$ cat config.mk
export PLATFORM = sky130hd
export DESIGN_NAME = cdc_status_monitor
export DESIGN_NICKNAME = d
export VERILOG_FILES = /design/src/rtl/cdc_status_pkg.sv /design/src/rtl/cdc_stable_filter.sv /design/src/rtl/cdc_status_monitor.sv
export SDC_FILE = /design/constraint.sdc
export NUM_CORES = 1
export LEC_CHECK = 0
export CAP_MARGIN = 20
export CORE_UTILIZATION = 35
export DETAILED_ROUTE_END_ITERATION = 12
export PLACE_DENSITY_LB_ADDON = 0.2
export RECOVER_POWER = 100
export SLEW_MARGIN = 10
export SYNTH_ARGS = -nofsm -noshare
export SYNTH_HDL_FRONTEND = slang
export SYNTH_HIERARCHICAL = 1
export SYNTH_SLANG_ARGS = --single-unit
$ cat constraint.sdc
create_clock -name clk_1_i -period 4.4 [get_ports clk_1_i]
set_input_delay 0.66 -clock clk_1_i [delete_from_list [all_inputs] [get_ports clk_1_i]]
set_output_delay 0.66 -clock clk_1_i [all_outputs]
set_load 0.01 [all_outputs]
$ cat src/rtl/cdc_status_pkg.sv
// Shared types and defaults for the CDC status monitor.
// The filter state names are visible to both the top and its filter sub-module.
package cdc_status_pkg;

  localparam int DATA_W_DEF = 8;

  typedef enum logic [1:0] {
    IDLE,
    SETTLING,
    STABLE
  } filt_state_e;

endpackage

$ cat src/rtl/cdc_stable_filter.sv
// Stability filter: a sample is committed only after STABLE_CYCLES consecutive equal samples.
// commit_o is a single-cycle combinational pulse; commit_data_o carries the candidate being committed.
module cdc_stable_filter
  import cdc_status_pkg::*;
#(
  parameter int DATA_W        = DATA_W_DEF,
  parameter int STABLE_CYCLES = 3
) (
  input  logic              clk_1_i,
  input  logic              rst_ni,
  input  logic [DATA_W-1:0] data_i,
  output logic              commit_o,
  output logic [DATA_W-1:0] commit_data_o
);

  localparam int CNT_BITS = $clog2(STABLE_CYCLES + 1);
  localparam logic [CNT_BITS-1:0] CNT_ONE  = CNT_BITS'(1);
  localparam logic [CNT_BITS-1:0] CNT_LAST = CNT_BITS'(STABLE_CYCLES - 1);

  filt_state_e         state_q, state_d;
  logic [DATA_W-1:0]   cand_q, cand_d;
  logic [CNT_BITS-1:0] cnt_q, cnt_d;

  always_ff @(posedge clk_1_i) begin
    if (!rst_ni) begin
      state_q <= IDLE;
      cand_q  <= '0;
      cnt_q   <= '0;
    end else begin
      state_q <= state_d;
      cand_q  <= cand_d;
      cnt_q   <= cnt_d;
    end
  end

  always_comb begin
    state_d  = state_q;
    cand_d   = cand_q;
    cnt_d    = cnt_q;
    commit_o = 1'b0;
    unique case (state_q)
      IDLE: begin
        state_d = SETTLING;
        cand_d  = data_i;
        cnt_d   = CNT_ONE;
      end
      SETTLING: begin
        if (data_i != cand_q) begin
          cand_d = data_i;
          cnt_d  = CNT_ONE;
        end else if (cnt_q == CNT_LAST) begin
          // This sample is the STABLE_CYCLES-th equal one in a row.
          commit_o = 1'b1;
          state_d  = STABLE;
        end else begin
          cnt_d = cnt_q + CNT_ONE;
        end
      end
      STABLE: begin
        if (data_i != cand_q) begin
          cand_d  = data_i;
          cnt_d   = CNT_ONE;
          state_d = SETTLING;
        end
      end
      default: state_d = IDLE;
    endcase
  end

  assign commit_data_o = cand_q;

endmodule

$ cat src/rtl/cdc_status_monitor.sv
// Slow-domain status stage after an 8-bit 2FF sync: filtered status, change events with
// overwrite detection, saturating change counter and a hysteresis alarm.
module cdc_status_monitor
  import cdc_status_pkg::*;
#(
  parameter int DATA_W        = DATA_W_DEF,
  parameter int STABLE_CYCLES = 3,
  parameter int CNT_W         = 16
) (
  input  logic              clk_1_i,
  input  logic              rst_ni,
  input  logic [DATA_W-1:0] data_i,
  input  logic [DATA_W-1:0] thr_hi_i,
  input  logic [DATA_W-1:0] thr_lo_i,
  input  logic              clr_i,
  output logic [DATA_W-1:0] status_o,
  output logic              status_valid_o,
  output logic              evt_valid_o,
  output logic [DATA_W-1:0] evt_data_o,
  input  logic              evt_ready_i,
  output logic [CNT_W-1:0]  chg_cnt_o,
  output logic              ovf_o,
  output logic              alarm_o
);

  logic              commit;
  logic [DATA_W-1:0] commit_data;
  logic              change;

  logic [DATA_W-1:0] status_q, status_d;
  logic              valid_q, valid_d;
  logic              evt_valid_q, evt_valid_d;
  logic [DATA_W-1:0] evt_data_q, evt_data_d;
  logic [CNT_W-1:0]  chg_cnt_q, chg_cnt_d;
  logic              ovf_q, ovf_d;
  logic              alarm_q, alarm_d;

  cdc_stable_filter #(
    .DATA_W       (DATA_W),
    .STABLE_CYCLES(STABLE_CYCLES)
  ) u_filter (
    .clk_1_i      (clk_1_i),
    .rst_ni       (rst_ni),
    .data_i       (data_i),
    .commit_o     (commit),
    .commit_data_o(commit_data)
  );

  // Re-committing the same value after a glitch, and the very first commit, are not changes.
  assign change = commit && valid_q && (commit_data != status_q);

  always_comb begin
    status_d    = status_q;
    valid_d     = valid_q;
    evt_valid_d = evt_valid_q;
    evt_data_d  = evt_data_q;
    chg_cnt_d   = chg_cnt_q;
    ovf_d       = ovf_q;
    alarm_d     = alarm_q;

    if (commit) begin
      status_d = commit_data;
      valid_d  = 1'b1;
    end

    if (change) begin
      evt_valid_d = 1'b1;
      evt_data_d  = commit_data;
      if (evt_valid_q && !evt_ready_i) ovf_d = 1'b1;
      if (chg_cnt_q != {CNT_W{1'b1}}) chg_cnt_d = chg_cnt_q + CNT_W'(1);
    end else if (evt_valid_q && evt_ready_i) begin
      evt_valid_d = 1'b0;
    end

    if (clr_i) begin
      chg_cnt_d = '0;
      ovf_d     = 1'b0;
    end

    // Alarm follows the registered status, so it lags status_o by one cycle.
    if (!valid_q)                 alarm_d = 1'b0;
    else if (status_q >= thr_hi_i) alarm_d = 1'b1;
    else if (status_q <= thr_lo_i) alarm_d = 1'b0;
  end

  always_ff @(posedge clk_1_i) begin
    if (!rst_ni) begin
      status_q    <= '0;
      valid_q     <= 1'b0;
      evt_valid_q <= 1'b0;
      evt_data_q  <= '0;
      chg_cnt_q   <= '0;
      ovf_q       <= 1'b0;
      alarm_q     <= 1'b0;
    end else begin
      status_q    <= status_d;
      valid_q     <= valid_d;
      evt_valid_q <= evt_valid_d;
      evt_data_q  <= evt_data_d;
      chg_cnt_q   <= chg_cnt_d;
      ovf_q       <= ovf_d;
      alarm_q     <= alarm_d;
    end
  end

  assign status_o       = status_q;
  assign status_valid_o = valid_q;
  assign evt_valid_o    = evt_valid_q;
  assign evt_data_o     = evt_data_q;
  assign chg_cnt_o      = chg_cnt_q;
  assign ovf_o          = ovf_q;
  assign alarm_o        = alarm_q;

endmodule

==> flow_summary.json, run 1 <==
{
  "tritoncts.num_buffers": 5,
  "vias": 2426,
  "timing.critical_path.depth": 11,
  "synth_edf_count": 0,
  "max_freq_ghz": 0.273,
  "final.period_utilization_pct": 83.1,
  "clk_root_buffer_cell": "sky130_fd_sc_hd__clkbuf_8",
  "multi_input_combinational_cell_area_mm2": 0.00170,
  "crit_path_max_fanout": 10,
  "floorplan.die_area_mm2": 0.00842,
  "finalWorstPathRequiredPeriod_ns": 3.66,
  "r2r-start": "u_filter/commit_data_o[5]",
  "worstPathCellList": "dlygate4sd3_1 -> xor2_1 -> nor4_1 -> and2_0 -> and3_1 -> buf_4 -> and2_0 -> o21a_1 -> clkbuf_1 -> mux2i_1 -> nor2b_1",
  "max_stage_delay_ns": 0.57,
  "gp_congestion": 0.825,
  "place.detailed.instances": 474,
  "track_usage_pct": 16.0,
  "max-clock-path-buffers": 2,
  "setup_viol": 0,
  "static-leakage-power_nw": 1.61,
  "final_cells": 481,
  "synth.top_cell.area_share_pct": 34.1,
  "area_delta_synth_final_pct": 28.7,
  "core_area_mm2": 0.00777,
  "setup.reg_to_reg.worst_slack_ns": 1.24,
  "setup_repair_after_global_routing_missed_its_margin": "no",
  "worstHoldStart": "ovf_o",
  "placementRows": 32,
  "critical_path.most_common_cell": "sky130_fd_sc_hd__and2_0",
  "netlist-cell-type-count": 48,
  "mapped_cell_area_mm2": 0.00282,
  "cp.required_ns": 4.60,
  "outcome": "complete, no violations",
  "end_of_flow_core_utilization_pct": 46.7,
  "layout-drive-gt1-share_pct": 3.96,
  "die_w_um": 91.7,
  "synth_area_leaders": "sky130_fd_sc_hd__dfxtp_1 (34%), sky130_fd_sc_hd__mux2i_1 (10%), sky130_fd_sc_hd__ha_1 (10%)",
  "sequential_cell_area_um2": 961,
  "power.density_mw_per_mm2": 289,
  "hold-path-cell-count": 2,
  "start_kind": "input pin",
  "synth-main-ff-cell": "sky130_fd_sc_hd__dfxtp_1",
  "setup.worst_path.class": "in -> reg",
  "remaining_drc_errors": 0,
  "yosysWarnings": 6,
  "fillerInstances": 760,
  "first_iter_violations": 72,
  "drt-vias-per-instance": 5.04,
  "synth_top_area_cell": "sky130_fd_sc_hd__dfxtp_1",
  "die_h_um": 91.7,
  "synth_sequential_area_ratio_pct": 34.1,
  "worstRegToRegCells": 10,
  "largest_net_degree_at_the_start_of_global_routing": 25,
  "antenna_left": 0,
  "clock_pin_slew_reported_for_the_worst_setup_and_hold_paths_after_clock_tree_synthesis_ns": 0.08,
  "grt_first_pass_wirelength_mm": 10.7,
  "yosys_register_bits": 48,
  "final_critical_path_setup_slack_ns": 0.743,
  "clock_latency_ns": 0.31,
  "htree_levels": 2,
  "finalHoldViolCount": 0,
  "path_delay_family": "buffers and inverters",
  "initial_core_util_pct": 36.3,
  "synth_most_common_cell": "sky130_fd_sc_hd__dfxtp_1",
  "cts_hold_buffers": 0,
  "maxCapViolations": 0,
  "fin_nets": 430,
  "design.portCount": 64,
  "pre_cts_slack_ns": 0.742,
  "number_of_i_o_port_buffers": 63,
  "design_power_total_mw": 1.05,
  "syn-instance-count": 316,
  "ys_async_sr_fraction_pct": 0,
  "drtPass1Iterations": 4,
  "critPathSlowestCell": "sky130_fd_sc_hd__dlygate4sd3_1",
  "tns_ns": 0,
  "slew_viol_final": 0,
  "buffers_inverters_on_critical_path": 3,
  "grt_antenna_before_repair": 0,
  "clock-sinks": 48,
  "synth_top_cells_by_count": "sky130_fd_sc_hd__dfxtp_1 (48), sky130_fd_sc_hd__nand2_1 (31), sky130_fd_sc_hd__mux2i_1 (29), sky130_fd_sc_hd__ha_1 (23)",
  "cts_setup_buffers": 0,
  "r2r-end": "evt_data_o[5]",
  "worstSetupEndpointType": "flip-flop",
  "gr-total-overflow": 0,
  "cts-resized-gates": 0,
  "synth_nets": 367,
  "detail_route.wl_per_cell_um": 13.6,
  "placed_wire_length_estimate_mm": 4.99,
  "worst_hold_path_type": "reg -> reg",
  "hold_path_end": "ovf_o",
  "worst_slew_margin_rel_pct": 26.7,
  "arrival_worst_endpoint_ns": 3.85,
  "synth.avg_cell_area_um2": 8.92,
  "grt_pass1_vias": 2177,
  "peakVddDrop_uv": 216,
  "antennaDiodeCount": 0,
  "worst_clock_skew_ns": 0.0106,
  "totalWireLength_mm": 6.54,
  "timing_worst_slew_pin_value_ns": 1.09,
  "cts_tree": "yes"
}
logic make-up after synthesis:
logic type | share of synthesized area (%)
AOI/OAI and AO/OA | 13.6
buffers and inverters | 4.70
DFF | 34.1
muxes | 10.3
and+or+nand+nor | 22.1
adders and majority gates | 10.2
xor gates and xnor gates | 4.97
routing by layer:
layer  track usage [%]  part of all wire [%]  vias to the layer above
met5                 0                     0                        -
met4              4.30                  0.89                        0
met3              2.57                   3.3                        7
met2              27.2                    47                       48
met1              20.9                    48                     1125
li1                  -                     -                     1246
where the power goes:
group	internal, mW	switching, mW
Sequential	0.465	0.0497
Combinational	0.123	0.126
Clock	0.140	0.146
worst min-delay path: stages, from the launching register on:
cell and delay [ns]:
sky130_fd_sc_hd__dfxtp_1 0.35, sky130_fd_sc_hd__a21oi_1 0.05, sky130_fd_sc_hd__nor2_1 0.07
placed cells by master (no fill, tap or decap), types with 4 or more instances in the layout:
master	count
sky130_fd_sc_hd__buf_4	4
sky130_fd_sc_hd__dlygate4sd3_1	38
sky130_fd_sc_hd__nand3_1	9
sky130_fd_sc_hd__inv_1	20
sky130_fd_sc_hd__or3_1	5
sky130_fd_sc_hd__nand2b_1	8
sky130_fd_sc_hd__dfxtp_1	48
sky130_fd_sc_hd__clkdlybuf4s50_1	25
sky130_fd_sc_hd__a21o_1	4
sky130_fd_sc_hd__a21oi_1	12
sky130_fd_sc_hd__nand2_1	31
sky130_fd_sc_hd__clkbuf_8	7
sky130_fd_sc_hd__and3_1	5
sky130_fd_sc_hd__xor2_1	8
sky130_fd_sc_hd__xnor2_1	8
sky130_fd_sc_hd__ha_1	23
sky130_fd_sc_hd__nor2b_1	20
sky130_fd_sc_hd__o21ai_0	7
sky130_fd_sc_hd__nor2_1	12
sky130_fd_sc_hd__nand4_1	9
sky130_fd_sc_hd__mux2i_1	29
sky130_fd_sc_hd__o21a_1	6
how the worst max path moves through the flow:
stage | slack (ns) | start | to
floorplan | 1.52 | data_i[7] | chg_cnt_o[10]
global placement | 0.85 | data_i[5] | chg_cnt_o[14]
detailed placement | 0.74 | data_i[5] | chg_cnt_o[8]
CTS | 1.06 | data_i[5] | chg_cnt_o[8]
global route | 0.46 | data_i[4] | evt_data_o[3]
finish | 0.74 | data_i[4] | evt_data_o[5]
final cells by class:
cell class / count / area share [%]
Inverter: 20 / 2.07
Tap cell: 102 / 3.52
Sequential cell: 48 / 26.5
Timing Repair Buffer: 68 / 18.3
Multi-Input combinational cell: 236 / 47.0
Clock buffer: 7 / 2.66
metrics by stage:
stage | cell area (um2) | hold WS (ns)
floorplan | 2820 | 0.468
global placement | 3560 | 0.474
detailed placement | 3560 | 0.479
CTS | 3650 | 0.501
global route | 3630 | 0.524
finish | 3630 | 0.493
state kept, by name, summed over array words and instances (netlist names):
register and count:
u_filter/cnt_q 2, status_valid_o 1, u_filter/state_q 2, alarm_o 1
ovf_o 1, evt_data_o 8, chg_cnt_o 16, status_o 8
evt_valid_o 1, u_filter/commit_data_o 8
No activity file was read; power rests on OpenSTA's default activity.
==> inputs of run 2 (changes only) <==
- clock period: 4.4 -> 3.4 ns (I/O delays scaled with it)
==> run 2 against run 1 <==
- power is 33% higher
- sequential cell count stayed put
- combinational power is 29% higher
- largest cell class unchanged
- highest routed layer unchanged
==> flow_summary.json, run 2 (same netlist as run 1, synthesis figures left out) <==
{
  "outcome": "complete, no violations",
  "start_kind": "input pin",
  "core_area_mm2": 0.00777,
  "worstSetupEndpointType": "flip-flop",
  "tritoncts.num_buffers": 5,
  "drtPass1Iterations": 5,
  "timing_worst_slew_pin_value_ns": 1.04,
  "setup_repair_after_global_routing_missed_its_margin": "no",
  "crit_path_max_fanout": 13,
  "antenna_left": 0,
  "worst_clock_skew_ns": 0.00807,
  "final_cell_area_mm2": 0.00365,
  "clock_pin_slew_reported_for_the_worst_setup_and_hold_paths_after_clock_tree_synthesis_ns": 0.09,
  "cts_hold_buffers": 0,
  "cts_tree": "yes",
  "die_h_um": 91.7,
  "design.portCount": 64,
  "clk_root_buffer_cell": "sky130_fd_sc_hd__clkbuf_8",
  "antennaDiodeCount": 0,
  "commonest_non_fill_non_tap_cell_in_the_layout": "sky130_fd_sc_hd__dfxtp_1",
  "cp.required_ns": 3.63,
  "gr-total-overflow": 0,
  "largest_register_ff_count": 16,
  "cts_setup_buffers": 0,
  "worst_hold_path_type": "reg -> reg",
  "worst_slew_margin_rel_pct": 30.9,
  "first_iter_violations": 57,
  "grt_antenna_before_repair": 0,
  "htree_levels": 2,
  "worst_hold_slack_ns": 0.482,
  "clock-sinks": 48,
  "max_freq_ghz": 0.340,
  "final.period_utilization_pct": 86.5,
  "placed_cell_area_mm2": 0.00357,
  "remaining_drc_errors": 0,
  "slew_viol_final": 0,
  "setup.worst_path.class": "in -> reg",
  "largest_net_degree_at_the_start_of_global_routing": 19,
  "placed_wire_length_estimate_mm": 4.96,
  "vias": 2377,
  "final_cells": 484,
  "drt-vias-per-instance": 4.91,
  "grt_pass1_vias": 2226,
  "finalWorstPathRequiredPeriod_ns": 2.94,
  "cts-resized-gates": 0,
  "detail_route.wl_per_cell_um": 13.3,
  "number_of_i_o_port_buffers": 63,
  "tns_ns": 0,
  "maxCapViolations": 0,
  "die_w_um": 91.7,
  "area_delta_synth_final_pct": 29.4,
  "peakVddDrop_uv": 217,
  "most-common-layout-cells": "sky130_fd_sc_hd__dfxtp_1 (48), sky130_fd_sc_hd__dlygate4sd3_1 (38), sky130_fd_sc_hd__nand2_1 (31)",
  "gp_congestion": 0.784,
  "max-clock-path-buffers": 2,
  "setup.reg_to_reg.worst_slack_ns": 0.82,
  "static-leakage-power_nw": 1.62,
  "placementRows": 32,
  "finalHoldViolCount": 0,
  "totalWireLength_mm": 6.42,
  "arrival_worst_endpoint_ns": 3.17,
  "initial_core_util_pct": 36.3,
  "power.density_mw_per_mm2": 383,
  "clock_latency_ns": 0.30,
  "setup_viol": 0,
  "place.detailed.instances": 476,
  "grt_first_pass_wirelength_mm": 10.8,
  "floorplan.die_area_mm2": 0.00842,
  "track_usage_pct": 15.9,
  "fin_nets": 432,
  "layout-drive-gt1-share_pct": 3.93
}
[run 2: path summary, 6_finish.rpt]
check,startpoint,cells past startpoint,endpoint
setup / recovery,data_i[4],9,chg_cnt_o[14]
hold / removal,ovf_o,2,ovf_o
setup reg to reg,u_filter/commit_data_o[4],8,chg_cnt_o[14]
hold reg to reg,ovf_o,2,ovf_o
[run 2: area by class of cell]
cell class              instances  area, um2
inverters                      20       75.1
clock buffers                   6       72.6
multi-input cells             236       1700
fillers                       780       4120
well taps                     102        128
flip-flops and latches         48        961
repair buffers                 70        672
clock inverters                 2       35.0
[run 2: through the flow]
step	utilization (%)	setup WS [ns]	power, mW
after global routing	47.0	0.237	1.48
after CTS	47.4	0.590	1.43
after detailed placement	46.0	0.274	1.02
after global placement	46.0	0.326	1.01
after floorplan	-	0.674	0.912
final	47.0	0.460	1.40
[run 2: power by group]
group          internal [mW]  switching [mW]  total (mW)
registers              0.601          0.0618       0.663
clock network          0.219           0.196       0.414
logic                  0.158           0.163       0.321
[run 2: layer usage]
layer,GRT usage (%),part of all wire (%)
met2,26.9,47
met1,20.7,49
met5,0,0
met4,3.52,0.72
met3,3.48,3.7
[run 2: critical path, stage by stage]
cell	delay (ns)
sky130_fd_sc_hd__dlygate4sd3_1	0.57
sky130_fd_sc_hd__xor2_1	0.16
sky130_fd_sc_hd__nor4_1	0.35
sky130_fd_sc_hd__and2_0	0.19
sky130_fd_sc_hd__and3_1	0.18
sky130_fd_sc_hd__and2_1	0.19
sky130_fd_sc_hd__o21ai_1	0.28
sky130_fd_sc_hd__or4_1	0.58
sky130_fd_sc_hd__a21oi_1	0.15
